## src/rtl/nibble_mayor_pkg.sv

```systemverilog
// Shared types and constants for the nibble-max datapath.
// Holds the nibble width, the accumulator state encoding and the min/max helpers.
package nibble_mayor_pkg;

  localparam int NIBBLE_W          = 4;
  localparam int DEFAULT_FRAME_LEN = 8;

  typedef logic [NIBBLE_W-1:0] nibble_t;

  typedef enum logic {
    IDLE = 1'b0,
    ACUM = 1'b1
  } acum_state_e;

  function automatic nibble_t nib_max(input nibble_t a, input nibble_t b);
    return (a > b) ? a : b;
  endfunction

  function automatic nibble_t nib_min(input nibble_t a, input nibble_t b);
    return (a < b) ? a : b;
  endfunction

endpackage

```

## src/rtl/nibble_acum_out_reg.sv

```systemverilog
// Valid/ready output holding register with a sticky overflow flag.
// A publish while an unconsumed result is pending overwrites it and sets overflow.
module nibble_acum_out_reg #(
  parameter int DATA_W = 8
) (
  input  logic              CLK,
  input  logic              RESET_L,
  input  logic              pub,
  input  logic [DATA_W-1:0] pub_data,
  input  logic              ready,
  input  logic              clr_ovf,
  output logic [DATA_W-1:0] data,
  output logic              valid,
  output logic              overflow
);

  logic lost;

  assign lost = pub & valid & ~ready;

  // Payload and valid: a publish always loads; otherwise a transfer drains the slot.
  always_ff @(posedge CLK or negedge RESET_L) begin
    if (!RESET_L) begin
      data  <= '0;
      valid <= 1'b0;
    end else if (pub) begin
      data  <= pub_data;
      valid <= 1'b1;
    end else if (valid && ready) begin
      valid <= 1'b0;
    end
  end

  // Setting the sticky flag takes priority over a simultaneous clear.
  always_ff @(posedge CLK or negedge RESET_L) begin
    if (!RESET_L) begin
      overflow <= 1'b0;
    end else if (lost) begin
      overflow <= 1'b1;
    end else if (clr_ovf) begin
      overflow <= 1'b0;
    end
  end

endmodule

```

## src/rtl/nibble_mayor_acum.sv

```systemverilog
// Frame accumulator: running unsigned max (and min when NIBBLE_MAYOR_ACUM_MIN_EN
// is defined) of winning nibbles, published through nibble_acum_out_reg.
module nibble_mayor_acum
  import nibble_mayor_pkg::*;
#(
  parameter  int FRAME_LEN = DEFAULT_FRAME_LEN,
  localparam int CNT_W     = $clog2(FRAME_LEN + 1)
) (
  input  logic                CLK,
  input  logic                RESET_L,
  input  logic [NIBBLE_W-1:0] acum_in,
  input  logic                acum_in_valid,
  input  logic                acum_in_last,
  output logic [NIBBLE_W-1:0] acum_max,
`ifdef NIBBLE_MAYOR_ACUM_MIN_EN
  output logic [NIBBLE_W-1:0] acum_min,
`endif
  output logic [CNT_W-1:0]    acum_count,
  output logic                acum_trunc,
  output logic                acum_valid,
  input  logic                acum_ready,
  output logic                acum_overflow,
  input  logic                acum_clr_ovf
);

`ifdef NIBBLE_MAYOR_ACUM_MIN_EN
  localparam int PAY_W = 1 + CNT_W + 2 * NIBBLE_W;
`else
  localparam int PAY_W = 1 + CNT_W + NIBBLE_W;
`endif

  acum_state_e state, next_state;

  nibble_t          run_max, beat_max;
  logic [CNT_W-1:0] cnt, beat_cnt;
  logic             hit_len, close, trunc;
  logic [PAY_W-1:0] pub_data, out_data;

`ifdef NIBBLE_MAYOR_ACUM_MIN_EN
  nibble_t run_min, beat_min;
`endif

  always_ff @(posedge CLK or negedge RESET_L) begin
    if (!RESET_L) state <= IDLE;
    else          state <= next_state;
  end

  // IDLE seeds a fresh frame from the beat; ACUM folds the beat into the running values.
  always_comb begin
    next_state = state;
    beat_max   = acum_in;
    beat_cnt   = CNT_W'(1);
`ifdef NIBBLE_MAYOR_ACUM_MIN_EN
    beat_min   = acum_in;
`endif
    if (state == ACUM) begin
      beat_max = nib_max(run_max, acum_in);
      beat_cnt = cnt + CNT_W'(1);
`ifdef NIBBLE_MAYOR_ACUM_MIN_EN
      beat_min = nib_min(run_min, acum_in);
`endif
    end
    hit_len = (beat_cnt == CNT_W'(FRAME_LEN));
    close   = 1'b0;
    trunc   = 1'b0;
    if (acum_in_valid) begin
      close      = acum_in_last | hit_len;
      trunc      = ~acum_in_last & hit_len;
      next_state = close ? IDLE : ACUM;
    end
  end

  // Running values are cleared on close so an IDLE frame never sees stale state.
  always_ff @(posedge CLK or negedge RESET_L) begin
    if (!RESET_L) begin
      run_max <= '0;
      cnt     <= '0;
    end else if (acum_in_valid) begin
      if (close) begin
        run_max <= '0;
        cnt     <= '0;
      end else begin
        run_max <= beat_max;
        cnt     <= beat_cnt;
      end
    end
  end

`ifdef NIBBLE_MAYOR_ACUM_MIN_EN
  always_ff @(posedge CLK or negedge RESET_L) begin
    if (!RESET_L) begin
      run_min <= '0;
    end else if (acum_in_valid) begin
      run_min <= close ? '0 : beat_min;
    end
  end

  assign pub_data = {beat_min, trunc, beat_cnt, beat_max};
  assign {acum_min, acum_trunc, acum_count, acum_max} = out_data;
`else
  assign pub_data = {trunc, beat_cnt, beat_max};
  assign {acum_trunc, acum_count, acum_max} = out_data;
`endif

  nibble_acum_out_reg #(
    .DATA_W (PAY_W)
  ) u_out_reg (
    .CLK      (CLK),
    .RESET_L  (RESET_L),
    .pub      (close),
    .pub_data (pub_data),
    .ready    (acum_ready),
    .clr_ovf  (acum_clr_ovf),
    .data     (out_data),
    .valid    (acum_valid),
    .overflow (acum_overflow)
  );

endmodule

```

## config.mk

```make
export PLATFORM = sky130hd
export DESIGN_NAME = nibble_mayor_acum
export DESIGN_NICKNAME = d
export VERILOG_FILES = /design/src/rtl/nibble_mayor_pkg.sv /design/src/rtl/nibble_acum_out_reg.sv /design/src/rtl/nibble_mayor_acum.sv
export SDC_FILE = /design/constraint.sdc
export NUM_CORES = 1
export LEC_CHECK = 0
export ABC_AREA = 0
export CAP_MARGIN = 30
export CORE_MARGIN = 1
export CORE_UTILIZATION = 40
export DETAILED_ROUTE_END_ITERATION = 8
export PLACE_DENSITY_LB_ADDON = 0.12
export SLEW_MARGIN = 20
export SYNTH_ARGS = -nofsm -noshare
export SYNTH_HDL_FRONTEND = slang
export SYNTH_SLANG_ARGS = --single-unit
```

## constraint.sdc

```tcl
create_clock -name CLK -period 1.9 [get_ports CLK]
set_input_delay 0.38 -clock CLK [delete_from_list [all_inputs] [get_ports CLK]]
set_output_delay 0.38 -clock CLK [all_outputs]
set_load 0.005 [all_outputs]
```

==> flow_summary.ini <==
[logic_synthesis]
synth_seq_cells = 20
avgSynthCellArea_um2 = 10.82
ys_seq_area_share_pct = 49.20
synth_cells = 94
netlist_area_mm2 = 0.001017
syn-num-nets = 109
yosys.cell_types.count = 31
ys_warn_count = 0

[worst_setup_path]
critPathTopFamily = compound AO/OA/AOI/OAI gates
r2r_end = run_max[2]
cp_slowest_cell = clkdlybuf4s50_1
path_buf_inv = 2
rrSetupSlack_ns = 0.12
end_kind = flip-flop
critical_path.startpoint = acum_in[3]
critPathCapture = run_max[2]
worst_setup_path_start_kind = input port
reg2reg_depth = 6
critPathKind = in -> reg
r2r-start = cnt[0]
critical-path-max-stage-delay_ns = 0.49
worst-endpoint-required_ns = 2.09
worstPathArrival_ns = 2.04
cp_max_fo = 4
worstPathCellList = clkdlybuf4s50_1 > inv_1 > ha_4 > o21ai_1 > a21oi_1 > o211ai_2 > and2_4 > a32o_1
cp.depth = 8

[sta]
max_freq_ghz = 0.5407
drv_slew = 0
period_minus_slack_ns = 1.850
period_share_pct = 97.34
relSlewSlack_pct = 80.08
worst_slack_ns = 0.05047
finClkSkew_ns = 0.004987
hold_viol_final = 0
rsz0062_at_grt = no
worst_pin_slew_ns = 0.2972
finalSetupViolCount = 0

[layout]
final_cell_area_mm2 = 0.001418
area_growth_syn_to_layout_pct = 39.36
layout_common_cells = dfrtp_1, clkdlybuf4s50_1, buf_4
fin_nets = 146
nFillCells = 196
drive_gt1_share_pct = 25.38
antennaDiodeCount = 0
layout_commonest_cell = dfrtp_1

[placed_design]
hpwl_um = 1533
portBuffers = 20
place_area_mm2 = 0.001339
place_congestion = 0.8238
pre_cts_ws_ns = -0.2760

[global_routing]
track_usage_pct = 17.33
antenna_found_initial = 0
grt_pass1_vias = 767
grt_max_degree = 21
grt_pass1_wl_um = 3450
overflow = 0

[clocking]
h-tree-depth = 1
cts_buffer_depth = 2
path_clk_slew_ns = 0.12
postCtsSetupBuffers = 0
holdBufCountCts = 0
root_buffer = clkbuf_4
numCtsBuffers = 3
cts_tree = built
cts_sinks = 20
cts_resized = 0
clk_latency_ns = 0.29

[detailed_routing]
drtAntennaViolNets = 0
wire_per_inst_um = 12.66
num_vias = 832
drt-total-wl_um = 2001
drc_errors = 0
first_iter_violations = 17
drt_first_pass_iters = 4
avgViaCountPerCell = 5.266

[floorplan]
io_pins = 21
start_util_pct = 44.28
fp.dieW_um = 52.43
die_area_mm2 = 0.002749
rows = 17
core_mm2 = 0.002297
die_y_um = 52.43

[pwr]
power_density_mw_per_mm2 = 727.1
power_mw = 1.031
vdd_drop_max_uv = 362.2
leakage_nw = 0.6664

[run_status]
status = completed

[min_path]
holdCritPathClass = in -> async

[run]
drv_cap = 0
[Yosys cell counts]
cell,n,share of area [%]
a21o_2,1,0.86
a21oi_1,3,1.5
a31o_2,1,0.86
a31oi_1,1,0.62
a32o_1,4,3.9
and2_1,2,1.2
and2_4,1,0.86
and3_2,1,0.74
buf_4,1,0.74
buf_6,1,1.1
dfrtp_1,20,49
ha_1,5,6.2
inv_1,8,3.0
mux2_2,4,4.4
mux2i_1,4,3.9
nand2_1,9,3.3
nand2_2,1,0.62
nand2b_1,2,1.2
nand3_1,2,0.98
nand4_1,1,0.62
nor2_1,3,1.1
nor2b_1,1,0.62
nor3_2,1,0.98
o211ai_2,1,1.2
o21ai_0,7,3.4
o21ai_1,3,1.5
o21ai_2,1,0.86
o221ai_2,1,1.5
o22ai_1,2,1.2
xnor2_1,1,0.86
xor2_1,1,0.86
[worst min path at each step]
stage | from | to | cells past startpoint
after floorplan | RESET_L | cnt[0] | 0
after global placement | u_out_reg.data[3] | u_out_reg.data[3] | 2
after detailed placement | u_out_reg.data[0] | u_out_reg.data[0] | 2
after CTS | RESET_L | u_out_reg.valid | 2
after global routing | RESET_L | state | 2
final | RESET_L | u_out_reg.data[5] | 2
[cells by family (layout without fill, tap and decap cells)]
logic type | Yosys count | in the layout | share of synthesized area, %
adder cells (fa/ha/maj) | 5 | 5 | 6.150
buffers and inverters | 10 | 46 | 4.797
AO/OA/AOI/OAI | 25 | 25 | 17.47
XOR/XNOR | 2 | 2 | 1.722
AND/OR/NAND/NOR | 24 | 24 | 12.30
flip-flops | 20 | 20 | 49.20
multiplexers | 8 | 8 | 8.364
[per-layer routing]
layer  global-route usage (%)  vias up  share of wire [%]
met5                        0        -                  0
met4                    6.579        0               0.45
met3                    2.609        2                6.5
met2                    25.53       28                 44
met1                    25.27      396                 49
li1                         -      406                  -
[metrics by stage]
step / instances / util [%] / setup TNS, ns / hold slack (ns)
floorplan: 94 / - / 0 / 0.08441
global placement: 154 / 58.28 / -1.719 / 0.4601
detailed placement: 154 / 58.28 / -2.025 / 0.4717
CTS: 158 / 59.86 / 0 / 0.4172
global route: 158 / 61.71 / 0 / 0.4361
finish: 158 / 61.71 / 0 / 0.4087
[flip-flops by register name, indices dropped and copies added (netlist names)]
name	cells
u_out_reg.data	9
cnt	4
run_max	4
state	1
u_out_reg.overflow	1
u_out_reg.valid	1
[report_power, final]
part	switching, mW	internal (mW)	total, mW
sequential	0.0310	0.474	0.505
combinational	0.113	0.167	0.280
clock	0.129	0.117	0.246
total	0.273	0.757	1.03
[cell type report]
| class | count | area (um^2) | area share (%) |
|---|---|---|---|
| timing repair buffer | 34 | 315.3 | 22.24 |
| multi-input combinational | 64 | 500.5 | 35.30 |
| sequential | 20 | 500.5 | 35.30 |
| tap | 28 | 35.03 | 2.471 |
| clock buffer | 4 | 36.28 | 2.560 |
| inverter | 8 | 30.03 | 2.118 |
Power figures use the tool's default switching activity.
